## src/rtl/lru_set_ctrl.sv

```systemverilog
// lru_set_ctrl: per-set 4-way LRU replacement controller.
// Each set holds four 2-bit ages (always a permutation of 0..3, 0 = MRU,
// 3 = LRU) and four valid bits. Requests are serialised through a small FSM:
// IDLE -> READ -> UPDATE -> IDLE, or IDLE -> SWEEP -> IDLE for CLEAR.
// Optional feature macro: LRU_STATS_EN adds saturating touch/alloc/evict
// counters; without it those ports and counters do not exist.
//
// Handshake: a request transfers on a rising edge where req_valid && req_ready.
// req_ready is high only in IDLE, so at most one request is in flight.
// resp_valid is a single-cycle pulse with no backpressure; resp_way,
// resp_evict and resp_err keep their last values and are only meaningful
// while resp_valid is high.
module lru_set_ctrl #(
    parameter int SET_BITS = 6
) (
    input  logic                clk,
    input  logic                rst,
    input  logic                req_valid,
    output logic                req_ready,
    input  logic [1:0]          req_op,
    input  logic [SET_BITS-1:0] req_set,
    input  logic [1:0]          req_way,
    output logic                resp_valid,
    output logic [1:0]          resp_way,
    output logic                resp_evict,
    output logic                resp_err,
    output logic [1:0]          dbg_state
`ifdef LRU_STATS_EN
    ,
    output logic [31:0]         stat_touch,
    output logic [31:0]         stat_alloc,
    output logic [31:0]         stat_evict
`endif
);

    localparam int NUM_SETS = 2 ** SET_BITS;

    localparam logic [1:0] OP_TOUCH = 2'b00;
    localparam logic [1:0] OP_ALLOC = 2'b01;
    localparam logic [1:0] OP_INVAL = 2'b10;
    localparam logic [1:0] OP_CLEAR = 2'b11;

    // Reset ages packed as {way3, way2, way1, way0} = {3, 2, 1, 0}.
    localparam logic [7:0] AGE_INIT = 8'hE4;

    typedef enum logic [1:0] {
        S_IDLE   = 2'd0,
        S_READ   = 2'd1,
        S_UPDATE = 2'd2,
        S_SWEEP  = 2'd3
    } state_t;

    state_t              state;
    logic [1:0]          op_q;
    logic [SET_BITS-1:0] set_q;
    logic [1:0]          way_q;
    logic [SET_BITS-1:0] sweep_idx;

    // Ages of way i live in bits [2*i+1:2*i].
    logic [7:0] age_mem   [NUM_SETS];
    logic [3:0] valid_mem [NUM_SETS];

    logic [7:0] cur_age;
    logic [3:0] cur_valid;
    logic [7:0] nxt_age;
    logic [3:0] nxt_valid;

    logic [1:0] victim;
    logic [1:0] way_age;
    logic [7:0] c_age;
    logic [3:0] c_valid;
    logic [1:0] c_way;
    logic       c_evict;
    logic       c_err;

    assign cur_age   = age_mem[set_q];
    assign cur_valid = valid_mem[set_q];
    assign dbg_state = state;

    // Make way w the MRU: every way younger than w ages by one.
    function automatic logic [7:0] touch_ages(input logic [7:0] a, input logic [1:0] w);
        logic [7:0] r;
        logic [1:0] aw;
        r  = a;
        aw = a[{w, 1'b0} +: 2];
        for (int i = 0; i < 4; i++) begin
            if (a[2*i +: 2] < aw) r[2*i +: 2] = a[2*i +: 2] + 2'd1;
        end
        r[{w, 1'b0} +: 2] = 2'd0;
        return r;
    endfunction

`ifdef LRU_STATS_EN
    function automatic logic [31:0] sat_inc(input logic [31:0] v);
        return (v == 32'hFFFF_FFFF) ? v : v + 32'd1;
    endfunction
`endif

    // Next age/valid state and response for the set being processed.
    always_comb begin
        victim  = 2'd0;
        way_age = cur_age[{way_q, 1'b0} +: 2];
        c_age   = cur_age;
        c_valid = cur_valid;
        c_way   = way_q;
        c_evict = 1'b0;
        c_err   = 1'b0;

        // Prefer the lowest-index empty way; only evict when the set is full.
        if (&cur_valid) begin
            for (int i = 3; i >= 0; i--) begin
                if (cur_age[2*i +: 2] == 2'd3) victim = 2'(i);
            end
        end else begin
            for (int i = 3; i >= 0; i--) begin
                if (!cur_valid[i]) victim = 2'(i);
            end
        end

        case (op_q)
            OP_TOUCH: begin
                if (cur_valid[way_q]) c_age = touch_ages(cur_age, way_q);
                else                  c_err = 1'b1;
            end
            OP_ALLOC: begin
                c_way           = victim;
                c_evict         = &cur_valid;
                c_valid[victim] = 1'b1;
                c_age           = touch_ages(cur_age, victim);
            end
            OP_INVAL: begin
                if (cur_valid[way_q]) begin
                    for (int i = 0; i < 4; i++) begin
                        if (cur_age[2*i +: 2] > way_age) c_age[2*i +: 2] = cur_age[2*i +: 2] - 2'd1;
                    end
                    c_age[{way_q, 1'b0} +: 2] = 2'd3;
                    c_valid[way_q]            = 1'b0;
                end else begin
                    c_err = 1'b1;
                end
            end
            default: ;
        endcase
    end

    // Control FSM: request capture, response generation, sweep sequencing.
    always_ff @(posedge clk or posedge rst) begin
        if (rst) begin
            state      <= S_IDLE;
            req_ready  <= 1'b1;
            op_q       <= OP_TOUCH;
            set_q      <= '0;
            way_q      <= 2'd0;
            sweep_idx  <= '0;
            nxt_age    <= AGE_INIT;
            nxt_valid  <= 4'd0;
            resp_valid <= 1'b0;
            resp_way   <= 2'd0;
            resp_evict <= 1'b0;
            resp_err   <= 1'b0;
`ifdef LRU_STATS_EN
            stat_touch <= 32'd0;
            stat_alloc <= 32'd0;
            stat_evict <= 32'd0;
`endif
        end else begin
            resp_valid <= 1'b0;
            case (state)
                S_IDLE: begin
                    if (req_valid && req_ready) begin
                        op_q      <= req_op;
                        set_q     <= req_set;
                        way_q     <= req_way;
                        sweep_idx <= '0;
                        req_ready <= 1'b0;
                        state     <= (req_op == OP_CLEAR) ? S_SWEEP : S_READ;
                    end
                end
                S_READ: begin
                    // Response is registered here so it is visible during UPDATE.
                    nxt_age    <= c_age;
                    nxt_valid  <= c_valid;
                    resp_valid <= 1'b1;
                    resp_way   <= c_way;
                    resp_evict <= c_evict;
                    resp_err   <= c_err;
`ifdef LRU_STATS_EN
                    if (op_q == OP_TOUCH && !c_err) stat_touch <= sat_inc(stat_touch);
                    if (op_q == OP_ALLOC) begin
                        stat_alloc <= sat_inc(stat_alloc);
                        if (c_evict) stat_evict <= sat_inc(stat_evict);
                    end
`endif
                    state <= S_UPDATE;
                end
                S_UPDATE: begin
                    state     <= S_IDLE;
                    req_ready <= 1'b1;
                end
                S_SWEEP: begin
                    // Pulse lands in the cycle that rewrites the last set.
                    if (sweep_idx == SET_BITS'(NUM_SETS - 2)) begin
                        resp_valid <= 1'b1;
                        resp_way   <= 2'd0;
                        resp_evict <= 1'b0;
                        resp_err   <= 1'b0;
                    end
                    if (sweep_idx == SET_BITS'(NUM_SETS - 1)) begin
                        state     <= S_IDLE;
                        req_ready <= 1'b1;
`ifdef LRU_STATS_EN
                        stat_touch <= 32'd0;
                        stat_alloc <= 32'd0;
                        stat_evict <= 32'd0;
`endif
                    end
                    sweep_idx <= sweep_idx + 1'b1;
                end
                default: state <= S_IDLE;
            endcase
        end
    end

    // Age/valid storage: written back in UPDATE, reinitialised set by set in SWEEP.
    always_ff @(posedge clk or posedge rst) begin
        if (rst) begin
            for (int s = 0; s < NUM_SETS; s++) begin
                age_mem[s]   <= AGE_INIT;
                valid_mem[s] <= 4'd0;
            end
        end else if (state == S_UPDATE) begin
            age_mem[set_q]   <= nxt_age;
            valid_mem[set_q] <= nxt_valid;
        end else if (state == S_SWEEP) begin
            age_mem[sweep_idx]   <= AGE_INIT;
            valid_mem[sweep_idx] <= 4'd0;
        end
    end

endmodule

```

## config.mk

```make
export PLATFORM = sky130hd
export DESIGN_NAME = lru_set_ctrl
export DESIGN_NICKNAME = d
export VERILOG_FILES = /design/src/rtl/lru_set_ctrl.sv
export SDC_FILE = /design/constraint.sdc
export NUM_CORES = 2
export LEC_CHECK = 0
export ABC_AREA = 1
export CAP_MARGIN = 20
export CELL_PAD_IN_SITES_DETAIL_PLACEMENT = 1
export CELL_PAD_IN_SITES_GLOBAL_PLACEMENT = 1
export CORE_MARGIN = 1
export CORE_UTILIZATION = 53
export DETAILED_ROUTE_END_ITERATION = 10
export PLACE_DENSITY = 0.91
export SLEW_MARGIN = 10
export SYNTH_ARGS = -nofsm -noshare
export SYNTH_HDL_FRONTEND = slang
export SYNTH_SLANG_ARGS = --single-unit
```

## constraint.sdc

```tcl
create_clock -name clk -period 40.1 [get_ports clk]
set_input_delay 4.01 -clock clk [delete_from_list [all_inputs] [get_ports clk]]
set_output_delay 4.01 -clock clk [all_outputs]
set_load 0.01 [all_outputs]
```

==> impl_metrics.ini <==
[worst_setup_path]
critPathLaunchType = flop
cpMaxStageDelayCell = nor2_1
r2r_end = nxt_age[4]
r2r_slack_ns = 33.34
path_class = flop to flop
worstPathCellList = nor2_8 > buf_4 > nand2_2 > buf_4 > inv_2 > a21oi_1 > nand3b_1 > nand2_1 > nand2_1 > nor2_1 > and2_1 > inv_2 > nand2_1 > o2111ai_1 > ha_1 > o21bai_1 > nand2_1 > nor2_1 > xor2_1 > a21oi_1 > nor2_1 > nand2_1 > nand2_1 > nand2_1
cp_max_fo = 32
crit_top_cell = nand2_1
worstSetupEndpointType = flop
slowest_delay_ns = 0.91
reg2reg_depth = 24
cp.arrival_ns = 7.32
rr_startpoint = set_q[2]
crit_required_ns = 40.66

[sta]
finalSetupViolCount = 0
fin_crit_sh_pct = 16.86
drv_slew = 0
post-route-min-period_ns = 6.763
fin_tns_setup_ns = 0
tightest_slew_ns = 1.231
grt_setup_unrepaired = false
maxSlewHeadroom_pct = 17.61
hold_viol = 0
fmax_mhz = 147.9
clock_skew_ns = 0.04677

[run]
maxCapViolCount = 0

[die]
core.rowCount = 98
die_x_um = 271.6
die_h_um = 271.6
ios = 21
start_util_pct = 53.69
core_area_sq_mm = 0.07173
die-area_sq_mm = 0.07374

[yosys]
synth_area_leaders = dfrtp_1 (35%), dfstp_2 (18%), nand2_1 (8.9%)
synth_flop_cell = dfrtp_1
ys_ff_latch = 804
synth_area_leader_cell = dfrtp_1
synth_area_sq_mm = 0.03851
synth_common_cells = nand2_1 (917), inv_1 (730), dfrtp_1 (543)
synth_top_area_share_pct = 35.28
syn_nets = 4616
avgSynthCellArea_sq_um = 8.399
yosysMostFrequentCell = nand2_1
yosysWarnings = 0
async_flop_share_pct = 100.0
synth_edf_count = 0
yosysSeqAreaShare_pct = 53.09
synthCells = 4585
synth_cell_types = 51

[power]
switching_share_pct = 43.46
p_leak_nw = 19.76
p_comb_share_pct = 37.1
vdd_drop_max_uv = 45.81
netSwitchingPower_mw = 1.264
pwr-share-clk_pct = 28.2
cellInternalPower_mw = 1.644
cellPowerDensity_mw_per_mm2 = 69.12
pwr-share-seq_pct = 34.7

[min_path]
hold_path_depth = 2
hold-path-endpoint = age_mem[89]
hold_class = flop to flop
min_from = age_mem[89]

[clock_tree]
cts_buffers = 85
cts_tree = done
cts.htree.levels = 3
clockRootBuffer = clkbuf_16
clk_path_buf_depth = 3
clk_latency_ns = 0.70
ctsHoldBuffers = 0
post_cts_buffers = 0
cts-resized-gates = 0
cts_sinks = 804
path_clk_slew_ns = 0.06

[place]
gp_congestion = 0.9905
placement.io_buffers = 20
dp.final_hpwl_mm = 94.86
dp.cells = 5364

[grt]
grt_max_degree = 192
antenna_found_initial = 8
track_usage_pct = 42.67
grt_pass1_wl_mm = 239.1
grt_util_met3_pct = 13.70
globalRouteMet1Util_pct = 53.50
grt.met2_usage_pct = 64.49
grt-busiest-layer = met2
grt_pass1_vias = 39190
grt.overflow.total = 0

[final_layout]
nNetsFinal = 4535
area_growth_pct = 9.263
drive_gt1_share_pct = 11.61
stdcell_count = 5527

[detailed_routing]
via_per_inst = 6.661
drtAntennaViolNets = 0
dr.pass1.iters = 8
routed_wl_mm = 156.5
initialDrtViolationCount = 4787
drc_errors = 0
wl_per_cell_um = 28.32
vias = 36820

[run_status]
status = completed
## per-layer routing
metal / vias to the layer above / routed length [um]
met4: 14 / 10780
met2: 2444 / 69390
met3: 765 / 18700
met1: 18500 / 57520
li1: 15090 / -
met5: - / 147
## cell families after synthesis
logic type               Yosys count  share of synthesized area [%]
AND/OR/NAND/NOR                 1516                          16.46
XOR/XNOR                           5                         0.1137
adder cells (fa/ha/maj)           18                         0.5848
buffers and inverters           1011                          10.65
flip-flops                       804                          53.09
AO/OA/AOI/OAI                   1231                          19.10
## power by group through the flow
stage	clock, mW	sequential [mW]	combinational (mW)
2_1_floorplan	0	0.985	0.675
5_1_grt	0.843	1.02	1.13
4_1_cts	0.813	1.01	1.02
3_3_place_gp	0	1.01	0.966
6_report	0.819	1.01	1.08
3_5_place_dp	0	1.02	1.00
## state kept, by name (all words and copies together), names as in the netlist
signal      count
dbg_state       2
resp_evict      1
req_ready       1
nxt_valid       4
resp_valid      1
op_q            2
age_mem       512
sweep_idx       6
resp_err        1
way_q           2
resp_way        2
nxt_age         8
set_q           6
valid_mem     256
## placed cells by master (no fill, tap or decap), drive strengths merged, types with 3 or more instances in the layout
cell	instances
nand3	199
nor2	302
xor2	5
a21oi	177
clkinvlp	4
a211oi	19
a22oi	106
dfrtp	543
o22ai	520
o2111ai	8
dfstp	261
nand2	929
bufinv	4
nor3	30
o221ai	5
o211ai	54
ha	18
nand4	27
buf	58
clkinv	26
inv	760
clkdlybuf4s50	20
and2	3
nand3b	21
o21ai	318
a31oi	16
clkbuf	129
## worst max path at each step
stage               slack [ns]  startpoint            end
floorplan                13.94         rst     age_mem[0]
global placement         33.01         rst  valid_mem[12]
detailed placement       33.01         rst  valid_mem[14]
CTS                      33.68         rst  valid_mem[13]
global route             33.35         rst  valid_mem[10]
finish                   33.34    set_q[2]     nxt_age[4]
## stage by stage
stage                     hold slack (ns)  setup WS [ns]  util, %  area [sq um]  total power, mW
after global placement             0.4595          33.01    54.63         39190            1.974
after detailed placement           0.4731          33.01    54.66         39210            2.016
final                              0.4827          33.34    58.66         42080            2.908
after CTS                          0.4862          33.68    58.59         42030            2.838
after floorplan                    0.4478          13.94        -         38510            1.660
after global routing               0.4960          33.35    58.65         42070            2.988
## final cells by class
class	instances	area, sq um
flip-flops and latches	804	20450
clock buffers	129	2547
multi-input cells	2770	14000
inverters	765	2894
diodes	2	5.005
fillers	8435	29650
clock inverters	29	274.0
well taps	950	1189
repair buffers	78	720.7
## worst max-delay path: cells and delay by family, from the launching register on
family | cells | cell delay [ns]
flops | 1 | 0.89
xor+xnor | 1 | 0.17
fa+ha+maj | 1 | 0.29
buf+inv | 4 | 1.68
compound gates | 4 | 0.80
simple gates | 14 | 2.72
Power figures use the tool's default switching activity.
